[config.mk]
export PLATFORM = sky130hd
export DESIGN_NAME = seg7_scan_reader
export DESIGN_NICKNAME = d
export VERILOG_FILES = /design/src/rtl/seg7_scan_reader.sv
export SDC_FILE = /design/constraint.sdc
export NUM_CORES = 1
export LEC_CHECK = 0
export ABC_CLOCK_PERIOD_IN_PS = 2150
export CORE_UTILIZATION = 48
export DETAILED_ROUTE_END_ITERATION = 10
export GPL_TIMING_DRIVEN = 0
export HOLD_SLACK_MARGIN = 0.12
export MAX_ROUTING_LAYER = met4
export PLACE_DENSITY = 0.72
export SKIP_CTS_REPAIR_TIMING = 1
export SYNTH_ARGS = -nofsm -noshare
export SYNTH_HDL_FRONTEND = slang
export SYNTH_SLANG_ARGS = --single-unit
[constraint.sdc]
create_clock -name CLOCK_50 -period 2.15 [get_ports CLOCK_50]
set_clock_uncertainty 0.2 [all_clocks]
set_input_delay 0.3225 -clock CLOCK_50 [delete_from_list [all_inputs] [get_ports CLOCK_50]]
set_output_delay 0.3225 -clock CLOCK_50 [all_outputs]
set_load 0.01 [all_outputs]
[src/rtl/seg7_scan_reader.sv]
// Recovers per-digit hex nibbles from a multiplexed active-low 7-segment bus.
// Synchronises, debounces each scan slot, decodes and publishes complete frames.
module seg7_scan_reader #(
  parameter int N_DIG      = 4,
  parameter int STABLE_CYC = 16
) (
  input  logic               CLOCK_50,
  input  logic               RESET_N,
  input  logic [6:0]         SEG,
  input  logic [N_DIG-1:0]   DIG_SEL,
  output logic [4*N_DIG-1:0] HEX_OUT,
  output logic [N_DIG-1:0]   SEG_ERR,
  output logic               FRAME_VALID
);

  localparam int SW = N_DIG + 7;
  localparam int CW = $clog2(STABLE_CYC + 2);
  localparam logic [CW-1:0] C_CAP = CW'(STABLE_CYC);
  localparam logic [CW-1:0] C_SAT = CW'(STABLE_CYC + 1);

  logic [SW-1:0]      r_sync1;
  logic [SW-1:0]      r_sync2;
  logic [CW-1:0]      r_cnt;
  logic [4*N_DIG-1:0] r_slot_hex;
  logic [N_DIG-1:0]   r_slot_err;
  logic [N_DIG-1:0]   r_mask;
  logic [4*N_DIG-1:0] r_hex_out;
  logic [N_DIG-1:0]   r_seg_err;
  logic               r_frame_valid;

  logic [N_DIG-1:0]   w_sel;
  logic [6:0]         w_seg;
  logic               w_onehot;
  logic               w_stable;
  logic               w_capture;
  logic [3:0]         w_nib;
  logic               w_bad;
  logic [4*N_DIG-1:0] w_slot_hex_nxt;
  logic [N_DIG-1:0]   w_slot_err_nxt;
  logic [N_DIG-1:0]   w_mask_nxt;
  logic               w_done;

  assign w_sel    = r_sync2[SW-1:7];
  assign w_seg    = r_sync2[6:0];
  assign w_onehot = (w_sel != '0) && ((w_sel & (w_sel - N_DIG'(1))) == '0);
  assign w_stable = (r_sync1 == r_sync2) && w_onehot;
  // Counter saturates one past the capture value so a held pattern is taken once.
  assign w_capture = w_onehot && (r_cnt == C_CAP);

  always_comb begin
    w_nib = 4'h0;
    w_bad = 1'b0;
    case (w_seg)
      7'h40: w_nib = 4'h0;
      7'h79: w_nib = 4'h1;
      7'h24: w_nib = 4'h2;
      7'h30: w_nib = 4'h3;
      7'h19: w_nib = 4'h4;
      7'h12: w_nib = 4'h5;
      7'h02: w_nib = 4'h6;
      7'h78: w_nib = 4'h7;
      7'h00: w_nib = 4'h8;
      7'h10: w_nib = 4'h9;
      7'h08: w_nib = 4'hA;
      7'h03: w_nib = 4'hB;
      7'h46: w_nib = 4'hC;
      7'h21: w_nib = 4'hD;
      7'h06: w_nib = 4'hE;
      7'h0E: w_nib = 4'hF;
      default: begin
        w_nib = 4'h0;
        w_bad = 1'b1;
      end
    endcase
  end

  always_comb begin
    w_slot_hex_nxt = r_slot_hex;
    w_slot_err_nxt = r_slot_err;
    w_mask_nxt     = r_mask;
    if (w_capture) begin
      for (int i = 0; i < N_DIG; i++) begin
        if (w_sel[i]) begin
          w_slot_hex_nxt[4*i +: 4] = w_nib;
          w_slot_err_nxt[i]        = w_bad;
        end
      end
      w_mask_nxt = r_mask | w_sel;
    end
  end

  assign w_done = w_capture && (&w_mask_nxt);

  always_ff @(posedge CLOCK_50 or negedge RESET_N) begin
    if (!RESET_N) begin
      r_sync1       <= '0;
      r_sync2       <= '0;
      r_cnt         <= '0;
      r_slot_hex    <= '0;
      r_slot_err    <= '0;
      r_mask        <= '0;
      r_hex_out     <= '0;
      r_seg_err     <= '0;
      r_frame_valid <= 1'b0;
    end else begin
      r_sync1 <= {DIG_SEL, SEG};
      r_sync2 <= r_sync1;
      if (!w_stable) begin
        r_cnt <= '0;
      end else if (r_cnt != C_SAT) begin
        r_cnt <= r_cnt + CW'(1);
      end
      r_slot_hex    <= w_slot_hex_nxt;
      r_slot_err    <= w_slot_err_nxt;
      r_mask        <= w_done ? '0 : w_mask_nxt;
      r_frame_valid <= w_done;
      if (w_done) begin
        r_hex_out <= w_slot_hex_nxt;
        r_seg_err <= w_slot_err_nxt;
      end
    end
  end

  assign HEX_OUT     = r_hex_out;
  assign SEG_ERR     = r_seg_err;
  assign FRAME_VALID = r_frame_valid;

endmodule

[Word-level counts from Yosys, hierarchy flattened]
Cells that the tools add are included.
Storage, ports and cells
  register bits after elaboration: 72
  word-level logic and storage cells: 57
Operators by class
  $add $sub $neg: 2
  equal/unequal tests: 19
  multiplexer cells: 16
  bitwise gates (word level): 2
  reductions and logical operators: 9
Operators with widths (number)
  4-bit case mux with 15 select lines: 1
  7-bit equality test, second input constant: 4
  4-bit two-way mux: 7
  7-bit by 5-bit equality test with 1-bit output, second input constant: 3
  7-bit by 6-bit equality test with 1-bit output, second input constant: 3
  16-bit two-way mux: 1
  16-bit OR reduction: 1
  7-bit by 2-bit equality test with 1-bit output, second input constant: 2
  7-bit by 4-bit equality test with 1-bit output, second input constant: 2
  11-bit equality test: 1
  5-bit two-way mux: 2
  7-bit by 3-bit equality test with 1-bit output, second input constant: 1
  7-bit logical NOT: 1
  5-bit by 1-bit adder with 5-bit output, second input constant: 1
  5-bit equality test, second input constant: 1
  1-bit two-way mux: 5
  5-bit inequality test, second input constant: 1
  4-bit bitwise AND: 1
  1-bit logical AND: 4
  4-bit logical NOT: 1
  4-bit OR: 1
  4-bit AND reduction: 1
  4-bit nonzero test: 1
  4-bit by 1-bit subtractor with 4-bit output, second input constant: 1
  2-bit by 1-bit inequality test with 1-bit output, second input constant: 1

[Longest topological paths before layout]
  word-level depth: 9
  mapped depth: 10

[Worst setup path after synthesis]
OpenSTA, ideal clock, no wires.
  kind: register to register
  start: register r_cnt[0]
  end: register r_hex_out[10], in the netlist HEX_OUT[10]
  setup time: 0.125 ns
  arrival time: 1.994 ns
  data required time: 1.825 ns
  setup slack: -0.169 ns
  stages on the path, launching flop included: 11
  clock period less this slack: 2.319 ns
  cells stage by stage: dfrtp_1 > inv_1 > ha_1 > nor4bb_1 > buf_2 > o221ai_1 > a31o_1 > buf_6 > clkinv_8 > buf_12 > mux2_4
On the way
  cells in the longest elaborated chain, start to end: 5
  elaborated cells between the ends (all ways): 6
Ends and longest elaborated chain
  start, declared: line 23  | logic [CW-1:0] r_cnt;
  start signal, assigned: line 111  | r_cnt <= r_cnt + CW'(1);
  5-bit equality test (*): line 48  | assign w_capture = w_onehot && (r_cnt == C_CAP);
  1-bit logical AND (*): line 48
  4-bit two-way mux: line 81  | if (w_capture) begin
  4-bit AND reduction: line 92  | assign w_done = w_capture && (&w_mask_nxt);
  1-bit logical AND: line 92
  end signal, assigned: line 118  | r_hex_out <= w_slot_hex_nxt;
  end, declared: line 27  | logic [4*N_DIG-1:0] r_hex_out;
Mark *: on every way between the ends. The rest lies on a longest branch, timed or not.
A chain may end at the register's enable or synchronous reset.

[Worst setup path in the final report]
  start: register r_cnt[0]
  end: register r_hex_out[2], in the netlist HEX_OUT[2]
The elaborated chain is that of the path after synthesis.

==> results.tsv <==
metric	value	unit
drc	0	
grtUsageTotal	0.201	
regToRegEndpoint	HEX_OUT[2]	
synth_edf_count	0	
num_vias	2127	
htreeDepth	3	
p_int	2110	uW
synth_cells	247	
synth-compound-area-share	0.0731	
end_kind	flop	
io_pins	34	
required	2.19	ns
crit_chain	inv_2 -> ha_4 -> nor4bb_4 -> buf_4 -> o221ai_4 -> a31o_1 -> buf_6 -> clkinv_8 -> clkbuf_16 -> mux2_4	
seqPwrFrac	0.507	
wl	6.40	mm
area_delta_synth_final	26.9	%
hold_viol	0	
synth_xor_area_frac	0.0424	
tightest_slew	0.877	ns
cap_violations	0	
syn-num-nets	263	
cts_sinks	72	
power_switching	648	uW
drt_pre_antenna_iters	4	
netlist_top_cells_area	dfrtp_1 55%, mux2_4 9.1%, mux2_2 4.1%	
synthAdderAreaFrac	0.0114	
violations	setup timing	
hold_class	flop to flop	
synth_top_family_by_area	multiplexers	
synthMuxAreaShare	0.150	
fin_nets	323	
yosysMostFrequentCell	dfrtp_1	
max_stage_delay	0.43	ns
yosysTopAreaCellShare	0.545	
period_minus_slack	2.25	ns
antenna_found_initial	0	
dp_hpwl	4.10	mm
rr_startpoint	r_cnt[0]	
drive_gt1_frac	0.317	
cp.arrival	2.29	ns
wl_per_cell	16.5	um
swShare	0.235	
path_clk_slew	0.08	ns
ant_nets	0	
p_clk_frac	0.435	
synth-main-ff-cell	dfrtp_1	
start_util	0.509	
clock_latency	0.35	ns
grt_pass1_wl	10.5	mm
fin_crit_sh	1.05	
core.rowCount	29	
synthTopCellsByCount	72 x dfrtp_1, 20 x mux2_4, 15 x xor2_1	
setup_viol	18	
fmax	444	MHz
fp.dieArea	7220	um^2
rsz0062_at_grt	true	
relSlewSlack	0.415	
slew_violations	0	
grt_max_degree	73	
status	complete, but fails checks	
yosysTopAreaCell	dfrtp_1	
syn_area_per_cell	13.4	um^2
total_power	2760	uW
p_comb_frac	0.058	
ir_drop	0.447	mV
hold_end	r_sync2[4]	
cp_slowest_cell	dfrtp_1	
crit_type	flop to flop	
min-delay-start	r_sync1[4]	
hold_path_depth	0	
ys.warnings.count	0	
synth_simple_gate_area_frac	0.137	
drt-initial-drc-count	70	
cpLargestDelayFamily	buffers and inverters	
timing.final.ws_setup	-0.101	ns
rr_worst_depth	10	
numCtsBuffers	9	
via_per_inst	5.47	
startpoint_type	flop	
gp_congestion	0.873	
critPathBufInv	5	
final_util	0.646	
cts_tree	yes	
synth_cell_types	56	
seq_area_frac_synth	0.545	
grt_overflow	0	
cts_root_buf	clkbuf_8	
core_area	6490	um^2
power.density	657	nW/um^2
rrSetupSlack	-0.10	ns
ys_ff_latch	72	
chipWidth	85.0	um
clockBufferDepth	2	
grt_pass1_vias	2074	
n_antenna_cell	0	
io_buffer_count	33	
leakage	0.00194	uW
path_max_fanout	5	
die_h	85.0	um
synthArstFlopShare	1.00	
syn-cell-area	3310	um^2
## power groups by stage
stage	clock network [uW]	registers (uW)	logic, uW
CTS	1230	1400	148
global route	1290	1400	178
global placement	0	1420	148
detailed placement	0	1420	147
finish	1200	1400	160
floorplan	0	1420	80.2
## layout by cell type (no fill, tap or decap), types with 2 or more instances in the layout
| cell type | instances |
|---|---|
| dfrtp_1 | 71 |
| clkdlybuf4s50_1 | 32 |
| mux2_4 | 20 |
| buf_4 | 17 |
| xor2_1 | 15 |
| nor2_1 | 12 |
| mux2_2 | 12 |
| nand2_1 | 9 |
| clkbuf_8 | 9 |
| mux2i_1 | 6 |
| nand2b_1 | 6 |
| a21oi_1 | 6 |
| nor2b_1 | 5 |
| nor4_1 | 5 |
| buf_2 | 4 |
| nand3_1 | 3 |
| o21ai_1 | 3 |
| o31ai_1 | 3 |
| inv_6 | 3 |
| inv_2 | 2 |
| clkbuf_2 | 2 |
| nor3b_1 | 2 |
| a32oi_1 | 2 |
| nand3b_1 | 2 |
| nor4b_4 | 2 |
| and2_1 | 2 |
| or4_1 | 2 |
| o21ai_0 | 2 |
| nand2_2 | 2 |
| buf_6 | 2 |
| buf_12 | 2 |
| inv_1 | 2 |
| nor3_1 | 2 |
| ha_1 | 2 |
| clkinvlp_4 | 2 |
| bufinv_16 | 2 |
## kinds of logic after synthesis
logic type,Yosys count
adders and majority gates,3
and+or+nand+nor,69
xor gates and xnor gates,16
muxes,38
buffers and inverters,18
DFF,72
AOI/OAI and AO/OA,31
## worst max-delay path by stage
stage                   from           to  depth (start not counted)
floorplan           r_cnt[0]  HEX_OUT[10]                         10
global placement     RESET_N   r_sync1[9]                          1
detailed placement  r_cnt[0]   HEX_OUT[2]                         10
CTS                 r_cnt[0]   HEX_OUT[5]                         10
global route        r_cnt[0]   HEX_OUT[2]                         10
finish              r_cnt[0]   HEX_OUT[2]                         10
## metrics by stage
step	setup WS (ns)	cell area, um^2	hold slack (ns)	cells	TNS (ns)
floorplan	-0.0598	3310	-0.173	247	-0.877
global placement	-1.90	3740	0.181	357	-141.10
global route	-0.189	4200	0.192	389	-3.46
CTS	-0.311	3960	-0.0856	373	-5.74
detailed placement	-0.285	3740	0.180	357	-5.31
finish	-0.101	4200	0.199	389	-1.33
## sequential cells by signal, indices dropped and copies added, names as in the netlist
register and cells:
HEX_OUT 16, r_sync1 11, r_mask 4, r_slot_err 4, r_slot_hex 16, FRAME_VALID 1
r_cnt 5, r_sync2 11, SEG_ERR 4
## worst register-to-register path, cell delays in order, from the launching register on
cell and delay, ns:
dfrtp_1 0.43, inv_2 0.10, ha_4 0.12, nor4bb_4 0.18
buf_4 0.18, o221ai_4 0.10, a31o_1 0.21, buf_6 0.14
clkinv_8 0.06, clkbuf_16 0.14, mux2_4 0.30
## area by class of cell
type / count / area, um^2
Clock inverter: 7 / 101
Tap cell: 77 / 96.3
Clock buffer: 9 / 124
Buffer: 13 / 111
Timing Repair Buffer: 49 / 472
Multi-Input combinational cell: 157 / 1460
Inverter: 5 / 31.3
Fill cell: 466 / 2300
Sequential cell: 72 / 1800
## per-layer routing
metal / global-route usage / routed length [um] / vias to the layer above
met5: - / 0 / -
li1: - / - / 998
met4: 0.0878 / 123 / 0
met2: 0.309 / 3250 / 34
met3: 0.0535 / 210 / 9
met1: 0.251 / 2820 / 1086
Note: power is estimated with default switching activity, not from simulation.
